## src/rtl/host_io_port_pkg.sv

```systemverilog
// Shared sizing defaults, input-FSM encoding and CPU register address constants.
package host_io_port_pkg;

  localparam int DEFAULT_DATA_SIZE  = 16;
  localparam int DEFAULT_FIFO_DEPTH = 4;

  // CPU move-instruction addresses that the ack/write strobes correspond to.
  localparam logic [8:0] IN_REG_SRC   = 9'b000100101;
  localparam logic [6:0] OUT_REG_DEST = 7'b0100110;

  typedef enum logic {
    IN_EMPTY = 1'b0,
    IN_HELD  = 1'b1
  } in_state_e;

endpackage

```

## src/rtl/host_io_port_io_fifo.sv

```systemverilog
// Synchronous first-word-fall-through FIFO; a push into a full FIFO is accepted
// only when a pop happens in the same cycle.
module io_fifo
  import host_io_port_pkg::*;
#(
  parameter int Data_Size  = DEFAULT_DATA_SIZE,
  parameter int FIFO_Depth = DEFAULT_FIFO_DEPTH
) (
  input  logic                 clk,
  input  logic                 rst,
  input  logic                 push_i,
  input  logic [Data_Size-1:0] din_i,
  input  logic                 pop_i,
  output logic [Data_Size-1:0] dout_o,
  output logic                 full_o,
  output logic                 empty_o
);

  localparam int AW = $clog2(FIFO_Depth);

  logic [Data_Size-1:0] mem_q [FIFO_Depth];
  logic [AW-1:0]        wr_ptr_q, wr_ptr_d;
  logic [AW-1:0]        rd_ptr_q, rd_ptr_d;
  logic [AW:0]          count_q, count_d;
  logic                 do_push, do_pop;

  assign full_o  = (count_q == (AW+1)'(FIFO_Depth));
  assign empty_o = (count_q == '0);
  assign dout_o  = mem_q[rd_ptr_q];

  assign do_pop  = pop_i && !empty_o && !rst;
  assign do_push = push_i && (!full_o || do_pop) && !rst;

  // Pointer and occupancy next-state; pointers wrap naturally at power-of-two depth.
  always_comb begin
    wr_ptr_d = wr_ptr_q;
    rd_ptr_d = rd_ptr_q;
    count_d  = count_q;
    if (do_push) wr_ptr_d = wr_ptr_q + 1'b1;
    if (do_pop)  rd_ptr_d = rd_ptr_q + 1'b1;
    case ({do_push, do_pop})
      2'b10:   count_d = count_q + 1'b1;
      2'b01:   count_d = count_q - 1'b1;
      default: count_d = count_q;
    endcase
  end

  // Control state register.
  always_ff @(posedge clk) begin
    if (rst) begin
      wr_ptr_q <= '0;
      rd_ptr_q <= '0;
      count_q  <= '0;
    end else begin
      wr_ptr_q <= wr_ptr_d;
      rd_ptr_q <= rd_ptr_d;
      count_q  <= count_d;
    end
  end

  // Storage array; contents need no reset since occupancy gates visibility.
  always_ff @(posedge clk) begin
    if (do_push) mem_q[wr_ptr_q] <= din_i;
  end

endmodule

```

## src/rtl/host_io_port.sv

```systemverilog
// Host <-> CPU I/O port: input FIFO feeding a held CPU In_Reg with a one-cycle
// stall pulse per load, and an output FIFO collecting CPU Out_Reg writes.
module host_io_port
  import host_io_port_pkg::*;
#(
  parameter int Data_Size  = DEFAULT_DATA_SIZE,
  parameter int FIFO_Depth = DEFAULT_FIFO_DEPTH
) (
  input  logic                 clk,
  input  logic                 rst,
  input  logic [Data_Size-1:0] host_in_data,
  input  logic                 host_in_valid,
  output logic                 host_in_ready,
  output logic [Data_Size-1:0] host_out_data,
  output logic                 host_out_valid,
  input  logic                 host_out_ready,
  output logic [Data_Size-1:0] cpu_in_reg,
  output logic                 cpu_override_stall,
  input  logic                 cpu_in_ack,
  input  logic [Data_Size-1:0] cpu_out_reg,
  input  logic                 cpu_out_wr,
  output logic                 cpu_in_valid,
  output logic                 out_overflow
);

  in_state_e            state_q, state_d;
  logic [Data_Size-1:0] in_reg_q, in_reg_d;
  logic                 stall_q, stall_d;
  logic                 ovf_q, ovf_d;

  logic                 in_full, in_empty, in_push, in_pop;
  logic [Data_Size-1:0] in_head;
  logic                 out_full, out_empty, out_pop;

  assign host_in_ready  = !rst && !in_full;
  assign in_push        = host_in_valid && host_in_ready;
  assign host_out_valid = !rst && !out_empty;
  assign out_pop        = host_out_valid && host_out_ready;

  assign cpu_in_reg         = in_reg_q;
  assign cpu_override_stall = stall_q;
  assign cpu_in_valid       = (state_q == IN_HELD);
  assign out_overflow       = ovf_q;

  io_fifo #(.Data_Size(Data_Size), .FIFO_Depth(FIFO_Depth)) u_in_fifo (
    .clk     (clk),
    .rst     (rst),
    .push_i  (in_push),
    .din_i   (host_in_data),
    .pop_i   (in_pop),
    .dout_o  (in_head),
    .full_o  (in_full),
    .empty_o (in_empty)
  );

  io_fifo #(.Data_Size(Data_Size), .FIFO_Depth(FIFO_Depth)) u_out_fifo (
    .clk     (clk),
    .rst     (rst),
    .push_i  (cpu_out_wr),
    .din_i   (cpu_out_reg),
    .pop_i   (out_pop),
    .dout_o  (host_out_data),
    .full_o  (out_full),
    .empty_o (out_empty)
  );

  // Input FSM: load In_Reg when idle or when the CPU consumed the held word.
  always_comb begin
    state_d  = state_q;
    in_reg_d = in_reg_q;
    in_pop   = 1'b0;
    case (state_q)
      IN_EMPTY: begin
        if (!in_empty) begin
          in_pop  = 1'b1;
          state_d = IN_HELD;
        end
      end
      IN_HELD: begin
        if (cpu_in_ack) begin
          if (!in_empty) in_pop = 1'b1;
          else           state_d = IN_EMPTY;
        end
      end
      default: state_d = IN_EMPTY;
    endcase
    if (in_pop) in_reg_d = in_head;
    stall_d = in_pop;
    // A full output FIFO drops the word unless the host frees a slot this cycle.
    ovf_d = ovf_q | (cpu_out_wr && out_full && !out_pop);
  end

  // State, In_Reg, stall pulse and sticky overflow registers.
  always_ff @(posedge clk) begin
    if (rst) begin
      state_q  <= IN_EMPTY;
      in_reg_q <= '0;
      stall_q  <= 1'b0;
      ovf_q    <= 1'b0;
    end else begin
      state_q  <= state_d;
      in_reg_q <= in_reg_d;
      stall_q  <= stall_d;
      ovf_q    <= ovf_d;
    end
  end

endmodule

```

## config.mk

```make
export PLATFORM = sky130hd
export DESIGN_NAME = host_io_port
export DESIGN_NICKNAME = d
export VERILOG_FILES = /design/src/rtl/host_io_port_pkg.sv /design/src/rtl/host_io_port_io_fifo.sv /design/src/rtl/host_io_port.sv
export SDC_FILE = /design/constraint.sdc
export NUM_CORES = 1
export LEC_CHECK = 0
export CAP_MARGIN = 40
export CORE_UTILIZATION = 47
export CTS_CLUSTER_DIAMETER = 50
export DETAILED_ROUTE_END_ITERATION = 16
export GPL_TIMING_DRIVEN = 1
export PLACE_DENSITY = 0.72
export SLEW_MARGIN = 25
export SYNTH_ARGS = -nofsm -noshare
export SYNTH_HDL_FRONTEND = slang
export SYNTH_SLANG_ARGS = --single-unit
```

## constraint.sdc

```tcl
create_clock -name clk -period 2.88 [get_ports clk]
set_input_delay 0.576 -clock clk [delete_from_list [all_inputs] [get_ports clk]]
set_output_delay 0.576 -clock clk [all_outputs]
set_load 0.01 [all_outputs]
```

# [Yosys cells after proc, flatten, opt, wreduce, memory -nomap -nowiden]
# Memories as Yosys holds them, arrays and structs flattened. A register that Yosys moved wholly into a read port is not among the register bits.
# Index checks and enable logic that the tools add are counted.
[word_totals] out_inout_bits=37 ramBits=128 mem_count=2 regBits=17 elab_cells=66 latch_bits=0 mem_bits_ro=0 input_bits=38
[classes] eq_ne=6 n_div=0 n_reduce_logical=26 n_lt_le_gt_ge=0 add_sub_neg=8 n_mul=0 shift=0 mux=13 n_bitwise=2
[mem_list] name="u_in_fifo.mem_q" words=4 width=16 rd=1 rd_clocked_by_memory_dff=1 wr=1 line="host_io_port_io_fifo.sv:21" rtl="logic [Data_Size-1:0] mem_q [FIFO_Depth];"
[mem_list] name="u_out_fifo.mem_q" words=4 width=16 rd=1 rd_clocked_by_memory_dff=1 wr=1 line="host_io_port_io_fifo.sv:21"
[ops] op="$logic_and A1 B1 Y1" count=14
[ops] op="$pmux W3 S2" count=2
[ops] op="$add A2 B1 Y2 const B" count=4
[ops] op="$mux W1" count=7
[ops] op="$add A3 B1 Y3 const B" count=2
[ops] op="$eq A3 B3 Y1 const B" count=2
[ops] op="$logic_not A1 Y1" count=6
[ops] op="$logic_not A3 Y1" count=2
[ops] op="$sub A3 B1 Y3 const B" count=2
[ops] op="$eq A2 B1 Y1 const B" count=2
[ops] op="$eq A2 B2 Y1 const B" count=2
[ops] op="$mux W2" count=2
[ops] op="$pmux W1 S2" count=2
[ops] op="$reduce_bool A2 Y1" count=2
[ops] op="$logic_or A1 B1 Y1" count=2
[ops] op="$not A1 Y1" count=1
[ops] op="$or A1 B1 Y1" count=1

# [Logic depth before layout (Yosys ltp)]
[logic_depth] depth_word=11 ltp_mapped=10 mapped_depth_nobuf=9

# [Hierarchy]
# Synthesis repeated with hierarchy kept, for this count alone.
[hier_totals] cells_unflattened=356 area_unflattened_um2=6456.2
[modules_own_cells] mod="io_fifo" instances=2 area_each_um2=2793.9 cells_per_inst=136
[modules_own_cells] mod="host_io_port" instances=1 area_each_um2=868.3 cells_per_inst=84

# [Least setup slack after synthesis]
# Ideal clock, no wire load.
[synth_path] path_type="input to register" from="in rst" to="reg u_in_fifo.count_q[2]" arrival_time_ns=2.503 slack_ns=0.306 cell_stages=9 setup_time_ns=0.071 t_required_ns=2.809 n_path_buf=2 path_cell_list="buf_2 -> nor3_2 -> buf_2 -> ha_1 -> inv_1 -> fa_1 -> xor2_1 -> or3_1 -> a21oi_1"
[synth_between] elab_chain_len=7
[synth_rtl] element="start, declared" line="host_io_port.sv:10" rtl="input logic rst,"
[synth_rtl] element="$logic_not A1 Y1 *" line="host_io_port_io_fifo.sv:31" rtl="assign do_pop = pop_i && !empty_o && !rst;"
[synth_rtl] element="$logic_and A1 B1 Y1 *" line="host_io_port_io_fifo.sv:31"
[synth_rtl] element="named net u_in_fifo.do_pop" line="host_io_port_io_fifo.sv:25" rtl="logic do_push, do_pop;"
[synth_rtl] element="$logic_or A1 B1 Y1" line="host_io_port_io_fifo.sv:32" rtl="assign do_push = push_i && (!full_o || do_pop) && !rst;"
[synth_rtl] element="$logic_and A1 B1 Y1 (2 in a row)" line="host_io_port_io_fifo.sv:32"
[synth_rtl] element="$eq A2 B1 Y1 or $eq A2 B2 Y1 (tied branches)" line="host_io_port_io_fifo.sv:41" rtl="case ({do_push, do_pop})"
[synth_rtl] element="$pmux W3 S2 or $reduce_bool A2 Y1 (tied branches)"
[synth_rtl] element="end signal, assigned" line="host_io_port_io_fifo.sv:57" rtl="count_q <= count_d;"
[synth_rtl] element="end, declared" line="host_io_port_io_fifo.sv:24" rtl="logic [AW:0] count_q, count_d;"
# The timed path passes the listed nets; every way through them passes the cells marked *.
# A chain may end at the register's enable or synchronous reset.

==> key figures <==
Outcome
  • Status: completed

Pwr
  • Power density over cell area: 830.5 nW/um^2
  • Maximum vdd drop: 545.2 uV
  • Static power due to leakage: 2.665 nW

Floorplan
  • Floorplan row count: 41
  • Width of the chip: 116.5 um
  • Starting density of the core: 48.41%
  • Height of the die: 116.5 um
  • Floorplan die area: 13570 um^2
  • Boundary pin count: 75
  • Area of the placeable core: 12720 um^2

STA
  • Worst hold-check slack: 0.4648 ns
  • Slew at the pin closest to its max-slew limit: 0.5428 ns
  • Max-slew violation count: 0
  • Setup WS post-layout: 0.1950 ns
  • Final critical-path share of the clock period: 93.23%
  • Max Fclk: 0.3724 GHz
  • Final number of setup-violating endpoints: 0
  • Clock tree skew after final layout: 0.007790 ns
  • Post-route minimum period: 2.685 ns
  • Number of hold violations in the final report: 0
  • Unrepaired setup endpoints after global routing: false
  • Headroom to the max-slew limit: 63.76%

Route
  • Average detailed-routed wire length per instance: 17.85 um
  • 1st-iter DRT viols: 207
  • Number of vias per cell: 5.226
  • Number of optimization iterations in the first detailed-route pass: 4
  • Drc violations: 0
  • Total number of vias: 3172
  • Total Wirelength: 10830 um
  • Post-route ant nets: 0

GRT
  • Vias in the first global route: 3325
  • Fraction of met2 tracks used by global routing: 29.55%
  • GR Layer Usage met3: 5.812%
  • Initial antenna violation count: 0
  • Total gr overflow: 0
  • Global-route wire length before repair: 17040 um
  • Maximum number of pins on one net before global-route repair: 20
  • GRT met1 Usage: 21.18%
  • Global Route Usage Sum: 17.65%
  • Layer carrying the most global-route usage: met2

Clock tree
  • Gates resized, CTS repair: 0
  • Maximum count of clock buffers along a single path: 2
  • Clock Root Buffer: clkbuf_16
  • Clock-pin slew on the worst setup and hold paths: 0.06 ns
  • Clock latency reported for the late side of the worst-skew pair: 0.42 ns
  • Hold Buf Count CTS: 0
  • CTS tree: done
  • Number of levels in the clock H-tree: 4
  • TritonCTS Sinks: 163
  • Inserted Clock Buffers: 17
  • Count of buffers added by post-CTS timing repair for setup: 0

Place
  • DP Worst Slack: -0.08248 ns
  • HPWL after detailed placement: 7097 um
  • Final estimated routing congestion in global placement: 0.7196
  • Total placed instance area: 7232 um^2
  • Count of buffers inserted at the top-level ports: 74

Synth
  • Post-synthesis sequential area ratio: 73.79%
  • Syn Nets: 369
  • Yosys warns: 0
  • Synth cell types: 40
  • Cells after Synth: 319
  • Synth Area per Inst: 19.31 um^2
  • Number of register bits inferred by synthesis: 163
  • Cell area after technology mapping: 6158 um^2

Critical path
  • Worst Setup End Kind: primary output
  • Worst Setup Path Type: flop to primary output
  • Worst setup SP type: flop
  • Crit path max fanout: 16
  • Required time worst endpoint: 2.30 ns
  • Worst path arrival time: 2.11 ns

Final layout
  • Nets@finish: 472
  • Layout Area Growth over Synthesis: 28.20%
  • Proportion of layout cells with a drive suffix above 1: 21.38%
  • Filler cell count: 957
  • Antenna cells: 0
  • Final Instance Area: 7895 um^2

Hold path
  • Hold/Removal Path Class: flop to flop

Run
  • Max-capacitance violation count: 0
-- per-layer routing --
metal  vias up  wire length (um)
met5         -                 0
met4         0               126
met3        11               573
met2        76              5524
met1      1617              4606
li1       1468                 -
-- worst paths after layout --
check	startpoint	slack, ns	to	depth (start not counted)
setup / recovery	flop	0.20	host_out_data[3]	3
hold reg to reg	out_overflow$_SDFF_PP0_	0.46	out_overflow$_SDFF_PP0_	2
hold / removal	out_overflow$_SDFF_PP0_	0.46	out_overflow$_SDFF_PP0_	2
setup reg to reg	u_out_fifo.count_q[0]$_SDFFE_PP0P_	0.49	u_out_fifo.count_q[2]$_SDFFE_PP0P_	9
-- layout by cell type, fill, tap and decap left out, types with 2 or more instances in the layout --
cell,instances
nor2b_1,2
fa_1,2
clkbuf_16,17
nand3_1,3
clkinv_1,4
nor3_1,2
bufinv_16,5
nor3_2,2
ha_1,10
clkinvlp_4,2
a21oi_1,9
inv_1,12
or3_1,3
clkdlybuf4s50_1,74
dfxtp_1,35
nor2_1,11
xor2_1,4
inv_6,2
nor3b_1,2
buf_6,2
buf_4,18
mux4_2,32
a22o_1,16
mux2_1,2
o21ai_0,3
edfxtp_1,128
and3_1,4
buf_8,3
mux2i_1,3
and2_1,4
nand2_1,3
-- cell usage after synthesis, drive strengths merged --
master,number,area share (%)
buf,13,1.2
nor2b,2,0.20
a21o,1,0.12
clkbuf,1,0.061
a22o,16,2.3
mux4,32,12
nor3b,3,0.45
mux2,2,0.37
or4,1,0.12
and3,4,0.41
and2b,1,0.16
dfxtp,35,11
ha,10,2.0
edfxtp,128,62
fa,2,0.65
and2,5,0.55
nand2b,1,0.10
nor2,11,0.67
nor3,4,0.49
nor4b,1,0.14
or4b,1,0.16
inv,13,0.79
o21ai,3,0.24
or3,4,0.49
nand3,3,0.24
nand2,3,0.18
mux2i,3,0.49
a21oi,10,1.0
xor2,4,0.57
o31ai,2,0.33
-- through the flow --
stage / TNS (ns) / instances / utilization [%] / power, mW
2_1_floorplan: 0 / 319 / - / 3.647
3_3_place_gp: -0.009779 / 570 / 56.52 / 4.169
3_5_place_dp: -0.08248 / 573 / 56.85 / 4.215
4_1_cts: 0 / 605 / 61.85 / 6.630
5_1_grt: 0 / 607 / 62.06 / 6.825
6_report: 0 / 607 / 62.06 / 6.557
-- cell families after synthesis --
kind of cell / count (synthesis) / share of synthesized area, %
AND/OR/NAND/NOR: 44 / 4.368
multiplexers: 37 / 12.56
buffers and inverters: 27 / 2.072
flip-flops: 163 / 73.79
XOR/XNOR: 4 / 0.5688
adder cells (fa/ha/maj): 12 / 2.682
AO/OA/AOI/OAI: 32 / 3.962
-- critical path: stages, from the launching register on --
cell and delay, ns:
dfxtp_1 0.32, buf_4 0.31, mux4_2 0.56, clkdlybuf4s50_1 0.50
-- layout make-up --
| cell class | instances | area, um^2 | area share [%] |
|---|---|---|---|
| Sequential cell | 163 | 4544 | 57.56 |
| Clock buffer | 17 | 425.4 | 5.388 |
| Timing Repair Buffer | 98 | 963.4 | 12.20 |
| Clock inverter | 15 | 211.5 | 2.678 |
| Multi-Input combinational cell | 129 | 1486 | 18.83 |
| Tap cell | 172 | 215.2 | 2.726 |
| Inverter | 13 | 48.80 | 0.6181 |
-- report_power, final --
group	switching, mW	leakage, nW	total, mW	internal, mW
clock network	0.871	0.304	2.40	1.53
logic	0.541	0.913	1.22	0.682
registers	0.160	1.45	2.93	2.77
total	1.57	2.66	6.56	4.99
Power figures use the tool's default switching activity.
==> variant 1 (same settings) <==
`DEFAULT_DATA_SIZE`: 16 -> 8.
--- a/src/rtl/host_io_port_pkg.sv
+++ b/src/rtl/host_io_port_pkg.sv
@@ -1,7 +1,7 @@
 // Shared sizing defaults, input-FSM encoding and CPU register address constants.
 package host_io_port_pkg;
 
-  localparam int DEFAULT_DATA_SIZE  = 16;
+  localparam int DEFAULT_DATA_SIZE  = 8;
   localparam int DEFAULT_FIFO_DEPTH = 4;
 
   // CPU move-instruction addresses that the ack/write strobes correspond to.
Ports: changed (resized cpu_in_reg, cpu_out_reg, host_in_data and host_out_data); port bits go from 75 to 43. No check against the original RTL was run, so the function may have changed too.
==> variant 1 against the unedited design <==
- routed wire length fell by 48%
- core utilization fell by 2.7 points
- power fell by 52%
- design area fell by 45%
- critical path depth fell by 1
- synthesized area fell by 42%
- sequential cell count fell by 72
- final cell count fell by 39%
- worst setup slack improved by 0.0047 ns
- synthesized cell count fell by 32%
- sequential share of layout area fell by 0.65 points
- critical endpoint is now host_out_data[2]
- largest power group unchanged
==> variant 1: results (changes against the unedited design) <==
VDD IR max = 0.3573 mV (was 0.5452 mV)
Clk_lat worst skew = 0.35 ns (was 0.42 ns)
Number of flops mapped to enable cells by yosys = 64 (was 128)
CTS Sinks = 91 (was 163)
Fill count = 581 (was 957)
Signal buf overhead = 0.1122 (was 0.1220)
Number of global-route vias before repair = 1868 (was 3325)
First DRT Iteration DRCs = 109 (was 207)
Footprint of the multi-input gates = 0.001037 sq mm (was 0.001486 sq mm)
Clock network share of area = 0.03904 (was 0.08067)
First-pass GRT wire length = 8.990 mm (was 17.04 mm)
Area contributors post-synth = edfxtp_1 54%, dfxtp_1 15%, mux4_2 10%, ha_1 3.5%, a22o_1 2.0% (was edfxtp_1 62%, mux4_2 12%, dfxtp_1 11%, a22o_1 2.3%, ha_1 2.0%)
Max-Slew Margin vs Limit = 0.5760 (was 0.6376)
Average wire per standard cell = 15.23 um (was 17.85 um)
H-Tree Depth = 3 (was 4)
Initial Util = 0.4912 (was 0.4841)
Post-synthesis sequential area ratio = 0.6874 (was 0.7379)
Dpl hpwl = 3.861 mm (was 7.097 mm)
CLK BUF = 10 (was 17)
Post-synthesis net count = 250 (was 369)
Via/cell ratio = 5.029 (was 5.226)
Power per Cell Area = 721.6 mW/mm^2 (was 830.5 mW/mm^2)
Comb_multi_in = 105 (was 129)
Worst R2R Setup Slack = 0.65 ns (was 0.49 ns)
Share of cells above drive strength 1 = 0.1715 (was 0.2138)
GR Util All Layers = 0.1596 (was 0.1765)
First-pass iteration count of the detailed router = 5 (was 4)
Synth Instances = 216 (was 319)
Root buffer cell = clkbuf_8 (was clkbuf_16)
Non-clk bufs = 49 (was 98)
LEAKAGE = 1.446 nW (was 2.665 nW)
Clk slew on worst S/H paths = 0.09 ns (was 0.06 ns)
Num CTS Buffers = 9 (was 17)
CP max FO = 8 (was 16)
Storage cell area = 0.002462 sq mm (was 0.004544 sq mm)
Post-route insts no fill = 373 (was 607)
Tapcells = 99 (was 172)
Cell Area, Placed = 0.004158 sq mm (was 0.007232 sq mm)
Outcome = finished clean (unchanged)
## variant 1: changes by cell type in the layout (fill, tap and decap cells not counted), moves of 4 or more
cell / unedited run / this run
a22o_1: 16 / 8
and2_2: 0 / 4
and3_1: 4 / 0
buf_4: 18 / 6
bufinv_16: 5 / 0
clkbuf_16: 17 / 0
clkbuf_8: 0 / 9
clkdlybuf4s50_1: 74 / 42
dfxtp_1: 35 / 27
edfxtp_1: 128 / 64
mux4_2: 32 / 16
## variant 1: how the worst max path moves through the flow
stage	end	slack, ns	cells past startpoint
after floorplan	u_out_fifo.count_q[2]$_SDFFE_PP0P_	0.44	8
after global placement	u_out_fifo.count_q[2]$_SDFFE_PP0P_	0.11	10
after detailed placement	u_out_fifo.count_q[2]$_SDFFE_PP0P_	0.02	10
after CTS	host_out_data[2]	0.15	2
after global routing	host_out_data[2]	0.07	2
final	host_out_data[2]	0.20	2
## variant 1: logic make-up (layout without fill, tap and decap cells)
kind of cell,count (synthesis),count (layout),synth area share
multiplexers,21,21,0.1153
flip-flops,91,91,0.6874
adder cells (fa/ha/maj),12,12,0.04611
buffers and inverters,20,78,0.02305
AO/OA/AOI/OAI,25,25,0.04716
XOR/XNOR,4,4,0.009779
AND/OR/NAND/NOR,43,43,0.07125
## variant 1: routing by layer
layer | routed length, um | GRT usage | vias to the layer above
met5 | 0 | 0 | -
met4 | 116 | 0.08514 | 0
met3 | 237 | 0.04340 | 11
met2 | 2778 | 0.2533 | 37
met1 | 2548 | 0.2012 | 902
li1 | - | - | 926
## variant 1: where the power goes
group,internal [W],switching (W)
sequential,0.00154,0.000122
clock,0.000314,0.000435
combinational,0.000398,0.000311
total,0.00225,0.000868
## variant 1: worst max-delay path: stages, from the launching register on
cell and delay, ns:
dfxtp_1 0.67, mux4_2 0.58, clkdlybuf4s50_1 0.50
==> variant 2 (same settings) <==
Made on the original files. Remove the register `stall_q`: a continuous assignment takes its place, so the output `cpu_override_stall` follows one clock earlier.
--- a/src/rtl/host_io_port.sv
+++ b/src/rtl/host_io_port.sv
@@ -95,15 +95,15 @@
     if (rst) begin
       state_q  <= IN_EMPTY;
       in_reg_q <= '0;
-      stall_q  <= 1'b0;
       ovf_q    <= 1'b0;
     end else begin
       state_q  <= state_d;
       in_reg_q <= in_reg_d;
-      stall_q  <= stall_d;
       ovf_q    <= ovf_d;
     end
   end
 
+  assign stall_q = stall_d;
+
 endmodule
 
Function: changed (a bounded check fails within 4 cycles, from zero or initial values and one cycle with rst high).
==> variant 2 against the unedited design <==
- routed wire length unchanged
- worst setup slack improved by 0.012 ns
- largest power group unchanged
- design area decreased by 1.4%
- die area decreased by 0.42%
- sequential cell count decreased by 1
- combinational power increased by 4%
- synthesized area decreased by 0.43%
- power decreased by 3.4%
- critical path type unchanged
==> variant 2: results (changes against the unedited design) <==
Outcome = finished clean (unchanged)
Worst R2R Setup Slack = 0.51 ns (was 0.49 ns)
Worst-Margin Slew = 0.8071 ns (was 0.5428 ns)
Clock buffer depth = 2 (unchanged)
Pre-CTS WS = -0.08095 ns (was -0.08248 ns)
Arrival time worst endpoint = 2.10 ns
Post-synthesis sequential area ratio = 0.7378 (was 0.7379)
Met3 Usage GRT = 0.06124 (was 0.05812)
Worst Setup EP = host_out_data[12] (was host_out_data[3])
CLK BUF = 18 (was 17)
Crit Path Class = register to output port (unchanged)
Post-synthesis net count = 368 (was 369)
GR Util All Layers = 0.1737 (was 0.1765)
Non-clk bufs = 96 (was 98)
Setup Skew = 0.01422 ns (was 0.007790 ns)
Share of cells above drive strength 1 = 0.2199 (was 0.2138)
VDD IR max = 0.7712 mV (was 0.5452 mV)
Number of flops mapped to enable cells by yosys = 128 (unchanged)
Yosys cell types = 41 (was 40)
Via/cell ratio = 5.200 (was 5.226)
First-pass iteration count of the detailed router = 6 (was 4)
Total wire length = 10.83 mm (unchanged)
Clk_lat worst skew = 0.42 ns (about the same)
GR Util met2 = 0.2880 (was 0.2955)
Worst setup margin = 0.2073 ns (was 0.1950 ns)
Signal buf overhead = 0.1187 (was 0.1220)
Comb. pwr = 0.00127 W (was 0.00122 W)
Avg Inst Size Synth = 19.28 sq um (was 19.31 sq um)
Number of global-route vias before repair = 3229 (was 3325)
Gpl congestion = 0.7564 (was 0.7196)
Dpl hpwl = 6.861 mm (was 7.097 mm)
Input/output buffers = 74 (unchanged)
Largest net degree at the start of global routing = 21 (was 20)
Final #Nets = 469 (was 472)
First DRT Iteration DRCs = 146 (was 207)
Seq cells post-synth = 162 (was 163)
Cell Area, Placed = 0.007161 sq mm (was 0.007232 sq mm)
First-pass GRT wire length = 16.65 mm (was 17.04 mm)
Comb_multi_in = 128 (was 129)
Combinational power share = 0.200 (was 0.186)
Internal Power = 0.004678 W (was 0.004985 W)
Clock network share of area = 0.07519 (was 0.08067)
LEAKAGE = 2.604 nW (was 2.665 nW)
Number of post-CTS setup repair buffers = 0 (unchanged)
Area contributors post-synth = edfxtp_1 63%, mux4_2 12%, dfxtp_1 11%, a22o_1 2.3%, ha_1 2.0% (was edfxtp_1 62%, mux4_2 12%, dfxtp_1 11%, a22o_1 2.3%, ha_1 2.0%)
Fill count = 946 (was 957)
GR Util met1 = 0.2071 (was 0.2118)
Synth Warn # = 0 (unchanged)
Synth top cells by count = 128 x edfxtp_1, 34 x dfxtp_1, 32 x mux4_2, 16 x a22o_1, 13 x inv_1 (was 128 x edfxtp_1, 35 x dfxtp_1, 32 x mux4_2, 16 x a22o_1, 12 x inv_1)
Fraction of area in registers = 0.5810 (was 0.5756)
Inverters, non-clock = 14 (was 13)
Clk pwr = 0.00218 W (was 0.00240 W)
Fraction of area in multi-input gates = 0.1907 (was 0.1883)
-- variant 2: worst min-delay path by stage --
stage	start	end	slack (ns)	depth (start not counted)
finish	out_overflow$_SDFF_PP0_	out_overflow$_SDFF_PP0_	0.47	2
global route	cpu_in_reg[3]$_SDFFE_PP0N_	cpu_in_reg[3]$_SDFFE_PP0N_	0.49	1
CTS	out_overflow$_SDFF_PP0_	out_overflow$_SDFF_PP0_	0.48	2
detailed placement	cpu_in_reg[10]$_SDFFE_PP0N_	cpu_in_reg[10]$_SDFFE_PP0N_	0.46	1
global placement	cpu_in_reg[3]$_SDFFE_PP0N_	cpu_in_reg[3]$_SDFFE_PP0N_	0.46	1
floorplan	u_out_fifo.rd_ptr_q[1]$_SDFFE_PP0P_	register	0.45	2
-- variant 2: through the flow --
step	hold WS [ns]	util	setup TNS (ns)	cells
after floorplan	0.4529	-	0	318
after global placement	0.4613	0.5651	0	569
after detailed placement	0.4626	0.5651	-0.08095	569
after CTS	0.4807	0.6113	0	601
after global routing	0.4915	0.6146	0	604
final	0.4726	0.6146	0	604
-- variant 2: cells by family (layout without fill, tap and decap cells) --
family	Yosys count	in the layout	share of synthesized area
flip-flops	162	162	0.7378
buffers and inverters	28	142	0.01999
adder cells (fa/ha/maj)	12	12	0.02693
XOR/XNOR	4	4	0.005713
AO/OA/AOI/OAI	34	34	0.04407
AND/OR/NAND/NOR	42	42	0.04121
multiplexers	36	36	0.1243
-- variant 2: metal layers --
metal  up-vias  share of wire
li1       1459              -
met1      1588           0.43
met2        85           0.51
met3         9          0.056
met4         0          0.011
met5         -              0
